--- src/rtl/ospi_flash_mem_pkg.sv ---
// Shared definitions for the OSPI flash memory model: command opcodes,
// status register bit positions, controller state encoding and a small
// counter-width helper.
package ospi_flash_pkg;

    typedef enum logic [2:0] {
        OP_READ   = 3'd0,
        OP_PROG   = 3'd1,
        OP_SERASE = 3'd2,
        OP_WREN   = 3'd3,
        OP_WRDI   = 3'd4,
        OP_RDSR   = 3'd5
    } op_e;

    localparam int SR_WIP = 0;
    localparam int SR_WEL = 1;

    typedef enum logic [1:0] {
        ST_IDLE  = 2'd0,
        ST_PROG  = 2'd1,
        ST_ERASE = 2'd2
    } state_e;

    // Width of a down-counter that must hold values 0..n-1 (at least 1 bit).
    function automatic int cnt_width(input int n);
        return (n > 1) ? $clog2(n) : 1;
    endfunction

endpackage

--- src/rtl/ospi_flash_mem_if.sv ---
// Command/response bundle between the OSPI front end (master) and the
// flash storage back end (slave).
//   cmd_valid/cmd_ready/cmd_op/cmd_addr/cmd_wdata : command handshake
//   rsp_valid/rsp_data                             : read/status response
//   busy/wel/err                                   : status and reject pulse
interface ospi_flash_mem_if #(
    parameter int DATA_W = 8,
    parameter int ADDR_W = 8
);
    logic              cmd_valid;
    logic              cmd_ready;
    logic [2:0]        cmd_op;
    logic [ADDR_W-1:0] cmd_addr;
    logic [DATA_W-1:0] cmd_wdata;
    logic              rsp_valid;
    logic [DATA_W-1:0] rsp_data;
    logic              busy;
    logic              wel;
    logic              err;

    modport master (
        output cmd_valid, cmd_op, cmd_addr, cmd_wdata,
        input  cmd_ready, rsp_valid, rsp_data, busy, wel, err
    );

    modport slave (
        input  cmd_valid, cmd_op, cmd_addr, cmd_wdata,
        output cmd_ready, rsp_valid, rsp_data, busy, wel, err
    );
endinterface

--- src/rtl/ospi_flash_mem_array.sv ---
// Flash storage array: DATA_W x 2^ADDR_W words, one shared address port,
// synchronous write, asynchronous read. Powers up all-ones (erased) and is
// deliberately not touched by reset.
//   clk     : clock
//   we_i    : write enable
//   addr_i  : word address for both read and write
//   wdata_i : write data
//   rdata_o : read data at addr_i
module ospi_flash_array #(
    parameter int DATA_W = 8,
    parameter int ADDR_W = 8
) (
    input  logic              clk,
    input  logic              we_i,
    input  logic [ADDR_W-1:0] addr_i,
    input  logic [DATA_W-1:0] wdata_i,
    output logic [DATA_W-1:0] rdata_o
);
    localparam int DEPTH = 1 << ADDR_W;

    logic [DATA_W-1:0] mem_q [DEPTH] = '{default: {DATA_W{1'b1}}};

    always_ff @(posedge clk) begin
        if (we_i) begin
            mem_q[addr_i] <= wdata_i;
        end
    end

    assign rdata_o = mem_q[addr_i];

endmodule

--- src/rtl/ospi_flash_mem.sv ---
// Cycle-timed OSPI flash back end: READ, PROG (AND-only), sector erase,
// write-enable latch and status readout, with busy timing.
//   clk, reset_n : clock, asynchronous active-low reset
//   bus          : command/response interface (slave side)
//
// state    | meaning
// ---------+-------------------------------------------------------
// ST_IDLE  | accepts any command
// ST_PROG  | program in flight, counting down to the commit edge
// ST_ERASE | sector erase, one word set to all-ones per cycle
module ospi_flash_mem
    import ospi_flash_pkg::*;
#(
    parameter int DATA_W      = 8,
    parameter int ADDR_W      = 8,
    parameter int SECTOR_W    = 4,
    parameter int PROG_CYCLES = 4
) (
    input  logic             clk,
    input  logic             reset_n,
    ospi_flash_mem_if.slave  bus
);
    localparam int              PCW        = cnt_width(PROG_CYCLES);
    localparam logic [SECTOR_W:0] ERASE_LEN  = {1'b1, {SECTOR_W{1'b0}}};
    localparam logic [SECTOR_W:0] ERASE_LAST = {{SECTOR_W{1'b0}}, 1'b1};

    state_e            state_q, state_d;
    logic              wel_q, wel_d;
    logic [PCW-1:0]    prog_cnt_q, prog_cnt_d;
    logic [SECTOR_W:0] erase_cnt_q, erase_cnt_d;
    logic [ADDR_W-1:0] addr_q, addr_d;
    logic [DATA_W-1:0] data_q, data_d;
    logic              rsp_valid_q, rsp_valid_d;
    logic [DATA_W-1:0] rsp_data_q, rsp_data_d;
    logic              err_q, err_d;

    logic              busy, accept;
    logic [SECTOR_W:0] erase_off;
    logic              arr_we;
    logic [ADDR_W-1:0] arr_addr;
    logic [DATA_W-1:0] arr_wdata, arr_rdata;

    assign busy          = (state_q != ST_IDLE);
    assign bus.cmd_ready = !busy || (bus.cmd_op == OP_RDSR);
    assign accept        = bus.cmd_valid && bus.cmd_ready;
    // Erase counter counts remaining words; offset into the sector rises 0..N-1.
    assign erase_off     = ERASE_LEN - erase_cnt_q;

    ospi_flash_array #(.DATA_W(DATA_W), .ADDR_W(ADDR_W)) u_array (
        .clk     (clk),
        .we_i    (arr_we),
        .addr_i  (arr_addr),
        .wdata_i (arr_wdata),
        .rdata_o (arr_rdata)
    );

    // Array port steering is kept apart from the FSM block so read data feeding
    // the response register does not form a loop through one process.
    always_comb begin
        arr_we    = 1'b0;
        arr_addr  = bus.cmd_addr;
        arr_wdata = data_q;
        case (state_q)
            ST_PROG: begin
                arr_addr  = addr_q;
                arr_we    = (prog_cnt_q == '0);
                arr_wdata = arr_rdata & data_q;
            end
            ST_ERASE: begin
                arr_addr  = {addr_q[ADDR_W-1:SECTOR_W], erase_off[SECTOR_W-1:0]};
                arr_we    = 1'b1;
                arr_wdata = {DATA_W{1'b1}};
            end
            default: ;
        endcase
    end

    always_comb begin
        state_d     = state_q;
        wel_d       = wel_q;
        prog_cnt_d  = prog_cnt_q;
        erase_cnt_d = erase_cnt_q;
        addr_d      = addr_q;
        data_d      = data_q;
        rsp_valid_d = 1'b0;
        rsp_data_d  = rsp_data_q;
        err_d       = 1'b0;

        // Only RDSR can be accepted while busy, so the command decode never
        // competes with the busy-state updates below.
        if (accept) begin
            case (bus.cmd_op)
                OP_READ: begin
                    rsp_valid_d = 1'b1;
                    rsp_data_d  = arr_rdata;
                end
                OP_RDSR: begin
                    rsp_valid_d        = 1'b1;
                    rsp_data_d         = '0;
                    rsp_data_d[SR_WIP] = busy;
                    rsp_data_d[SR_WEL] = wel_q;
                end
                OP_WREN: wel_d = 1'b1;
                OP_WRDI: wel_d = 1'b0;
                OP_PROG: begin
                    if (wel_q) begin
                        state_d    = ST_PROG;
                        addr_d     = bus.cmd_addr;
                        data_d     = bus.cmd_wdata;
                        prog_cnt_d = PCW'(PROG_CYCLES - 1);
                    end else begin
                        err_d = 1'b1;
                    end
                end
                OP_SERASE: begin
                    if (wel_q) begin
                        state_d     = ST_ERASE;
                        addr_d      = {bus.cmd_addr[ADDR_W-1:SECTOR_W], {SECTOR_W{1'b0}}};
                        erase_cnt_d = ERASE_LEN;
                    end else begin
                        err_d = 1'b1;
                    end
                end
                default: err_d = 1'b1;
            endcase
        end

        case (state_q)
            ST_PROG: begin
                if (prog_cnt_q == '0) begin
                    wel_d   = 1'b0;
                    state_d = ST_IDLE;
                end else begin
                    prog_cnt_d = prog_cnt_q - PCW'(1);
                end
            end
            ST_ERASE: begin
                if (erase_cnt_q == ERASE_LAST) begin
                    wel_d   = 1'b0;
                    state_d = ST_IDLE;
                end else begin
                    erase_cnt_d = erase_cnt_q - ERASE_LAST;
                end
            end
            default: ;
        endcase
    end

    always_ff @(posedge clk or negedge reset_n) begin
        if (!reset_n) begin
            state_q     <= ST_IDLE;
            wel_q       <= 1'b0;
            prog_cnt_q  <= '0;
            erase_cnt_q <= '0;
            addr_q      <= '0;
            data_q      <= '0;
            rsp_valid_q <= 1'b0;
            rsp_data_q  <= {DATA_W{1'b1}};
            err_q       <= 1'b0;
        end else begin
            state_q     <= state_d;
            wel_q       <= wel_d;
            prog_cnt_q  <= prog_cnt_d;
            erase_cnt_q <= erase_cnt_d;
            addr_q      <= addr_d;
            data_q      <= data_d;
            rsp_valid_q <= rsp_valid_d;
            rsp_data_q  <= rsp_data_d;
            err_q       <= err_d;
        end
    end

    assign bus.rsp_valid = rsp_valid_q;
    assign bus.rsp_data  = rsp_data_q;
    assign bus.busy      = busy;
    assign bus.wel       = wel_q;
    assign bus.err       = err_q;

endmodule

--- src/flat_wrapper.sv ---
// flat-port wrapper written by rule: the top's interface ports become plain ports
module ospi_flash_mem_flat import ospi_flash_pkg::*;
#(
    parameter int DATA_W      = 8,
    parameter int ADDR_W      = 8,
    parameter int SECTOR_W    = 4,
    parameter int PROG_CYCLES = 4
)
  (clk, reset_n, bus_cmd_valid, bus_cmd_op, bus_cmd_addr, bus_cmd_wdata, bus_cmd_ready, bus_rsp_valid, bus_rsp_data, bus_busy, bus_wel, bus_err);
  ospi_flash_mem_if #(.DATA_W(DATA_W), .ADDR_W(ADDR_W)) bus_i ();
  input  logic clk;
  input  logic reset_n;
  input wire logic [$bits(bus_i.cmd_valid)-1:0] bus_cmd_valid;
  input wire logic [$bits(bus_i.cmd_op)-1:0] bus_cmd_op;
  input wire logic [$bits(bus_i.cmd_addr)-1:0] bus_cmd_addr;
  input wire logic [$bits(bus_i.cmd_wdata)-1:0] bus_cmd_wdata;
  output wire logic [$bits(bus_i.cmd_ready)-1:0] bus_cmd_ready;
  output wire logic [$bits(bus_i.rsp_valid)-1:0] bus_rsp_valid;
  output wire logic [$bits(bus_i.rsp_data)-1:0] bus_rsp_data;
  output wire logic [$bits(bus_i.busy)-1:0] bus_busy;
  output wire logic [$bits(bus_i.wel)-1:0] bus_wel;
  output wire logic [$bits(bus_i.err)-1:0] bus_err;
  assign bus_i.cmd_valid = bus_cmd_valid;
  assign bus_i.cmd_op = bus_cmd_op;
  assign bus_i.cmd_addr = bus_cmd_addr;
  assign bus_i.cmd_wdata = bus_cmd_wdata;
  assign bus_cmd_ready = bus_i.cmd_ready;
  assign bus_rsp_valid = bus_i.rsp_valid;
  assign bus_rsp_data = bus_i.rsp_data;
  assign bus_busy = bus_i.busy;
  assign bus_wel = bus_i.wel;
  assign bus_err = bus_i.err;
  ospi_flash_mem #(.DATA_W(DATA_W), .ADDR_W(ADDR_W), .SECTOR_W(SECTOR_W), .PROG_CYCLES(PROG_CYCLES)) u_core (.clk(clk), .reset_n(reset_n), .bus(bus_i));
endmodule
--- config.mk ---
export PLATFORM = sky130hd
export DESIGN_NAME = ospi_flash_mem_flat
export DESIGN_NICKNAME = d
export VERILOG_FILES = /design/src/rtl/ospi_flash_mem_pkg.sv /design/src/rtl/ospi_flash_mem_if.sv /design/src/rtl/ospi_flash_mem_array.sv /design/src/rtl/ospi_flash_mem.sv /design/src/flat_wrapper.sv
export SDC_FILE = /design/constraint.sdc
export NUM_CORES = 2
export LEC_CHECK = 0
export BUFFER_PORTS_ARGS = -buffer_cell sky130_fd_sc_hd__buf_2
export CAP_MARGIN = 20
export CELL_PAD_IN_SITES_DETAIL_PLACEMENT = 1
export CELL_PAD_IN_SITES_GLOBAL_PLACEMENT = 1
export CORE_MARGIN = 5
export CORE_UTILIZATION = 56
export CTS_CLUSTER_DIAMETER = 150
export DETAILED_ROUTE_END_ITERATION = 8
export PLACE_DENSITY = 0.82
export SLEW_MARGIN = 15
export SYNTH_ARGS = -nofsm -noshare
export SYNTH_HDL_FRONTEND = slang
export SYNTH_HIERARCHICAL = 1
export SYNTH_SLANG_ARGS = --single-unit
--- constraint.sdc ---
create_clock -name clk -period 20.2 [get_ports clk]
set_clock_uncertainty 0.15 [all_clocks]
set_input_delay 4.04 -clock clk [delete_from_list [all_inputs] [get_ports clk]]
set_output_delay 4.04 -clock clk [all_outputs]
set_load 0.005 [all_outputs]
==> impl_summary.txt <==
----------------------------------------------------
[Yosys]
  Post-Synthesis Cells ... 3,726
  Adder-cell share of the synthesized area ... 0.0779%
  Largest family of logic cells by synthesized area ... multiplexers
  Mean cell area of the mapped netlist ... 21.5 sq um
  Number of warnings reported in the yosys synthesis log ... 6
  Number of distinct library cells after synthesis ... 50
  Synthesis-stage register bit count ... 2,084
  Simple-gate share of the synthesized area ... 1.97%
  Post-synthesis mux area share ... 14.6%
  Fraction of synthesized cell area in xor and xnor cells ... 0.0327%
  Proportion of register bits with asynchronous set or reset after synthesis ... 1.73%
  Sequential fraction of the synthesis area ... 77.7%
  Number of nets produced by synthesis ... 3,753
  Synth Flop Type ... edfxtp_1
  Synthesized area ... 0.0803 sq mm
  Cell types occupying the most area after synthesis ... edfxtp_1, mux4_2, a22oi_1, nor2_1, a21oi_1
  Share of the synthesized area in the top cell type ... 76.6%
  Synth area leader ... edfxtp_1
  Number of enable-type register cells in the synthesized netlist ... 2,048
  Compound-Gate Fraction of Synth Area ... 4.04%

[Place]
  Post-place instance area ... 0.0829 sq mm
  Weighted congestion reported at the end of routability-driven placement ... 0.806
  Number of buffers added on ports ... 34
  Placed wire-length estimate after detailed placement ... 126,000 microns

[Clock tree]
  Number of CTS-inserted buffers ... 197
  Number of setup buffers added after CTS ... 0
  Root Buffer Master ... clkbuf_16
  Number of instances resized during post-cts repair ... 0
  TritonCTS sink count ... 2,084
  Clock insertion delay at the later pin of the skew report ... 0.84 ns
  Clock tree from TritonCTS ... done
  Clock-pin slew on the worst setup and hold paths ... 0.06 ns
  Number of buffers on the longest clock path ... 3
  Number of levels in the clock H-tree ... 4
  Post-CTS Hold Fix Bufs ... 0

[Timing]
  Final Hold Slack ... 0.377 ns
  Highest clock frequency the design can meet ... 94.3 MHz
  Slew @ Worst Pin ... 1.28 ns
  RSZ-0062 raised after global routing ... no
  Setup Total Neg Slack ... 0 ns
  Fin. Hold Viols ... 0
  Minimum clock period after layout ... 10.61 ns
  Final number of setup-violating endpoints ... 0
  Relative slew margins ... 13.6%
  Count of pins over their slew limit ... 0
  Period Utilization, post-route ... 52.5%

[Global route]
  Initial antenna violation count ... 9
  Global route total overflow ... 0
  GR Util All Layers ... 30.7%
  Global-route wire length before repair ... 333,000 microns
  Vias in the first global route ... 43,900
  Largest net degree at the start of global routing ... 128

[Power]
  Total power draw ... 13.2 mW
  Total internal power ... 8.92 mW
  Power density over the cells ... 147 mW/mm^2
  Portion of total power attributed to combinational logic ... 30.7%
  Largest voltage drop on the vdd net ... 0.000172 V
  Switching power ... 4.30 mW
  Leakage power figure ... 28.0 nW
  Sequential Power Share ... 40.4%
  Switching portion of total power ... 32.5%
  Clock group share of total power ... 28.9%

[Floorplan]
  Initial Util ... 56.2%
  Width of the chip ... 389 microns
  Standard cell core area ... 0.143 sq mm
  Area enclosed by the die boundary ... 0.151 sq mm
  Top-Level Pins ... 35
  Vertical extent of the die ... 389 microns
  Std cell rows ... 139

[Layout]
  Total non-filler cell area in the finished layout ... 0.0897 sq mm
  Number of fill cells in the layout ... 11,500
  Share of final-layout standard cells stronger than drive strength 1 ... 26.3%
  # nets final ... 3,875
  Area grow syn2layout ... 11.8%

[Routing]
  ANT nets after route ... 0
  Residual DRC count ... 0
  Overall routed net length ... 230,000 microns
  Starting DRC count in detailed routing ... 6,456
  Count of vias placed by the detailed router ... 42,200
  Avg Vias per Cell ... 7.13
  Wire per inst ... 38.8 microns
  Number of iterations in the first detailed-routing pass ... 8

[Worst setup path]
  Most frequent cell on the critical path ... buf_4
  Register-to-Register Setup Slack ... 11.30 ns
  Cell breakdown of the critical path ... buf_2, inv_1, o221ai_1, nor2b_4, buf_12, buf_4, a22oi_1, a21oi_1, o41ai_2, nand4_1, a21oi_1, o21ai_4, buf_4, buf_4
  Required time of the worst setup path ... 20.54 ns
  Arrival time reported for the critical path endpoint ... 10.94 ns
  Highest-delay cell along the critical path ... o221ai_1
  Top fanout value on the critical path ... 73
  Element type at the critical path end ... flip-flop
  Worst path max stage delay ... 0.80 ns
  Worst Setup Start Kind ... input port
  Classification of the worst setup path ... in -> reg

[Hold path]
  Worst min path class ... reg -> reg

[Flow run]
  Number of max-capacitance violations reported ... 0

[Status]
  Outcome ... finished, final reports clean

----------------------------------------------------
==> routing by layer <==
layer | wire (microns) | global-route usage (%)
met1 | 78100 | 40.9
met2 | 111000 | 48.0
met3 | 28200 | 7.69
met4 | 12600 | 15.1
met5 | 43 | 0
==> placed cells by master, fill, tap and decap left out, types with 4 or more instances in the layout <==
cell        netlist  routed
clkinv_2          0      49
o2bb2ai_1         4       4
nor3_2            0       6
or2_2             4       4
bufinv_16         0      24
inv_1            21      21
mux2_2           15      15
clkbuf_1        150      26
nand4_1           8       8
dfstp_2           8       8
o21ai_0          12       4
a22o_1            5       5
nand3_1          14      13
a22oi_1         259     259
buf_6            17       6
nand2b_1          8       7
nor2b_1           9       6
ha_1              5       5
inv_6             0       4
o21ai_4           0       8
mux4_2          512     512
and2_1            5       4
nand2_1          38      38
clkbuf_8          0      12
o41ai_1          32      19
clkinv_1          0      34
buf_2            36      37
nor2_1          240     238
o41ai_2           0      13
clkbuf_16         0     201
clkinv_8          0       4
nor3_1           32      26
buf_12            0       9
edfxtp_1       2048    2048
a21oi_1         146     144
clkinvlp_4        0       8
dfrtp_1          28      28
buf_4            17     108
a22o_2            6       6
diode_2           0       7
==> synthesized netlist by cell type (6+ instances only) <==
cell / instances
mux2_2: 15
o41ai_1: 32
nor2b_1: 9
dfstp_2: 8
a21oi_1: 146
o21ai_0: 12
dfrtp_1: 28
edfxtp_1: 2048
inv_1: 21
nor2_1: 240
buf_2: 36
nand3_1: 14
nand2b_1: 8
mux4_2: 512
buf_6: 17
clkbuf_1: 150
a22o_2: 6
buf_1: 19
buf_4: 17
a22oi_1: 259
nand4_1: 8
nor3_1: 32
nand2_1: 38
==> critical path: cells and delay by family <==
family	cells	cell delay, ns
simple gates	2	0.87
compound gates	6	2.75
buf+inv	6	2.93
==> cells by family after synthesis <==
| family | after synthesis |
|---|---|
| buffers and inverters | 260 |
| DFF | 2084 |
| xor gates and xnor gates | 3 |
| muxes | 530 |
| and+or+nand+nor | 369 |
| adders and majority gates | 5 |
| AOI/OAI and AO/OA | 475 |
==> cell type report <==
cell class | count | area [sq um] | area share, %
Sequential cell | 2084 | 62400 | 69.6
Multi-Input combinational cell | 1382 | 16900 | 18.9
Clock buffer | 239 | 5290 | 5.90
Tap cell | 1903 | 2380 | 2.65
Clock inverter | 127 | 1300 | 1.45
Timing Repair Buffer | 162 | 1300 | 1.45
Inverter | 21 | 78.8 | 0.0879
Antenna cell | 7 | 17.5 | 0.0195
==> sequential cells by signal, summed over array words and instances (netlist names) <==
signal and cells:
u_core/data_q 8, u_core/prog_cnt_q 2, u_core/bus.rsp_data 8, u_core/addr_q 8, u_core/bus.rsp_valid 1, u_core/u_array/mem_q 2048, u_core/erase_cnt_q 5, u_core/state_q 2
u_core/bus.wel 1, u_core/bus.err 1
==> power groups by stage <==
stage | combinational [mW] | sequential (mW) | clock (mW)
final | 4.06 | 5.34 | 3.82
after global routing | 4.19 | 5.34 | 4.09
after CTS | 3.99 | 5.34 | 3.85
after detailed placement | 3.87 | 5.43 | 0
after global placement | 3.69 | 5.42 | 0
after floorplan | 2.60 | 5.78 | 0
==> path summary, 6_finish.rpt <==
kind / start / end / depth (start not counted)
worst max-delay path: bus_cmd_addr[3] / u_core/u_array/mem_q[213][1] / 14
min in group asynchronous: reset_n / u_core/addr_q[3] / 2
worst min-delay path: u_core/addr_q[5] / u_core/addr_q[5] / 1
worst min register to register: u_core/addr_q[5] / u_core/addr_q[5] / 1
max in group asynchronous: reset_n / u_core/data_q[7] / 2
worst max register to register: u_core/state_q[1] / u_core/u_array/mem_q[213][1] / 15
==> stage by stage <==
step	util, %	cells	setup WS (ns)
6_report	62.8	5925	9.59
5_1_grt	62.7	5918	9.39
4_1_cts	62.6	5909	9.71
3_5_place_dp	58.0	5543	8.86
3_3_place_gp	58.0	5538	8.48
2_1_floorplan	-	3726	2.08
(Power assumes the default switching activity.)
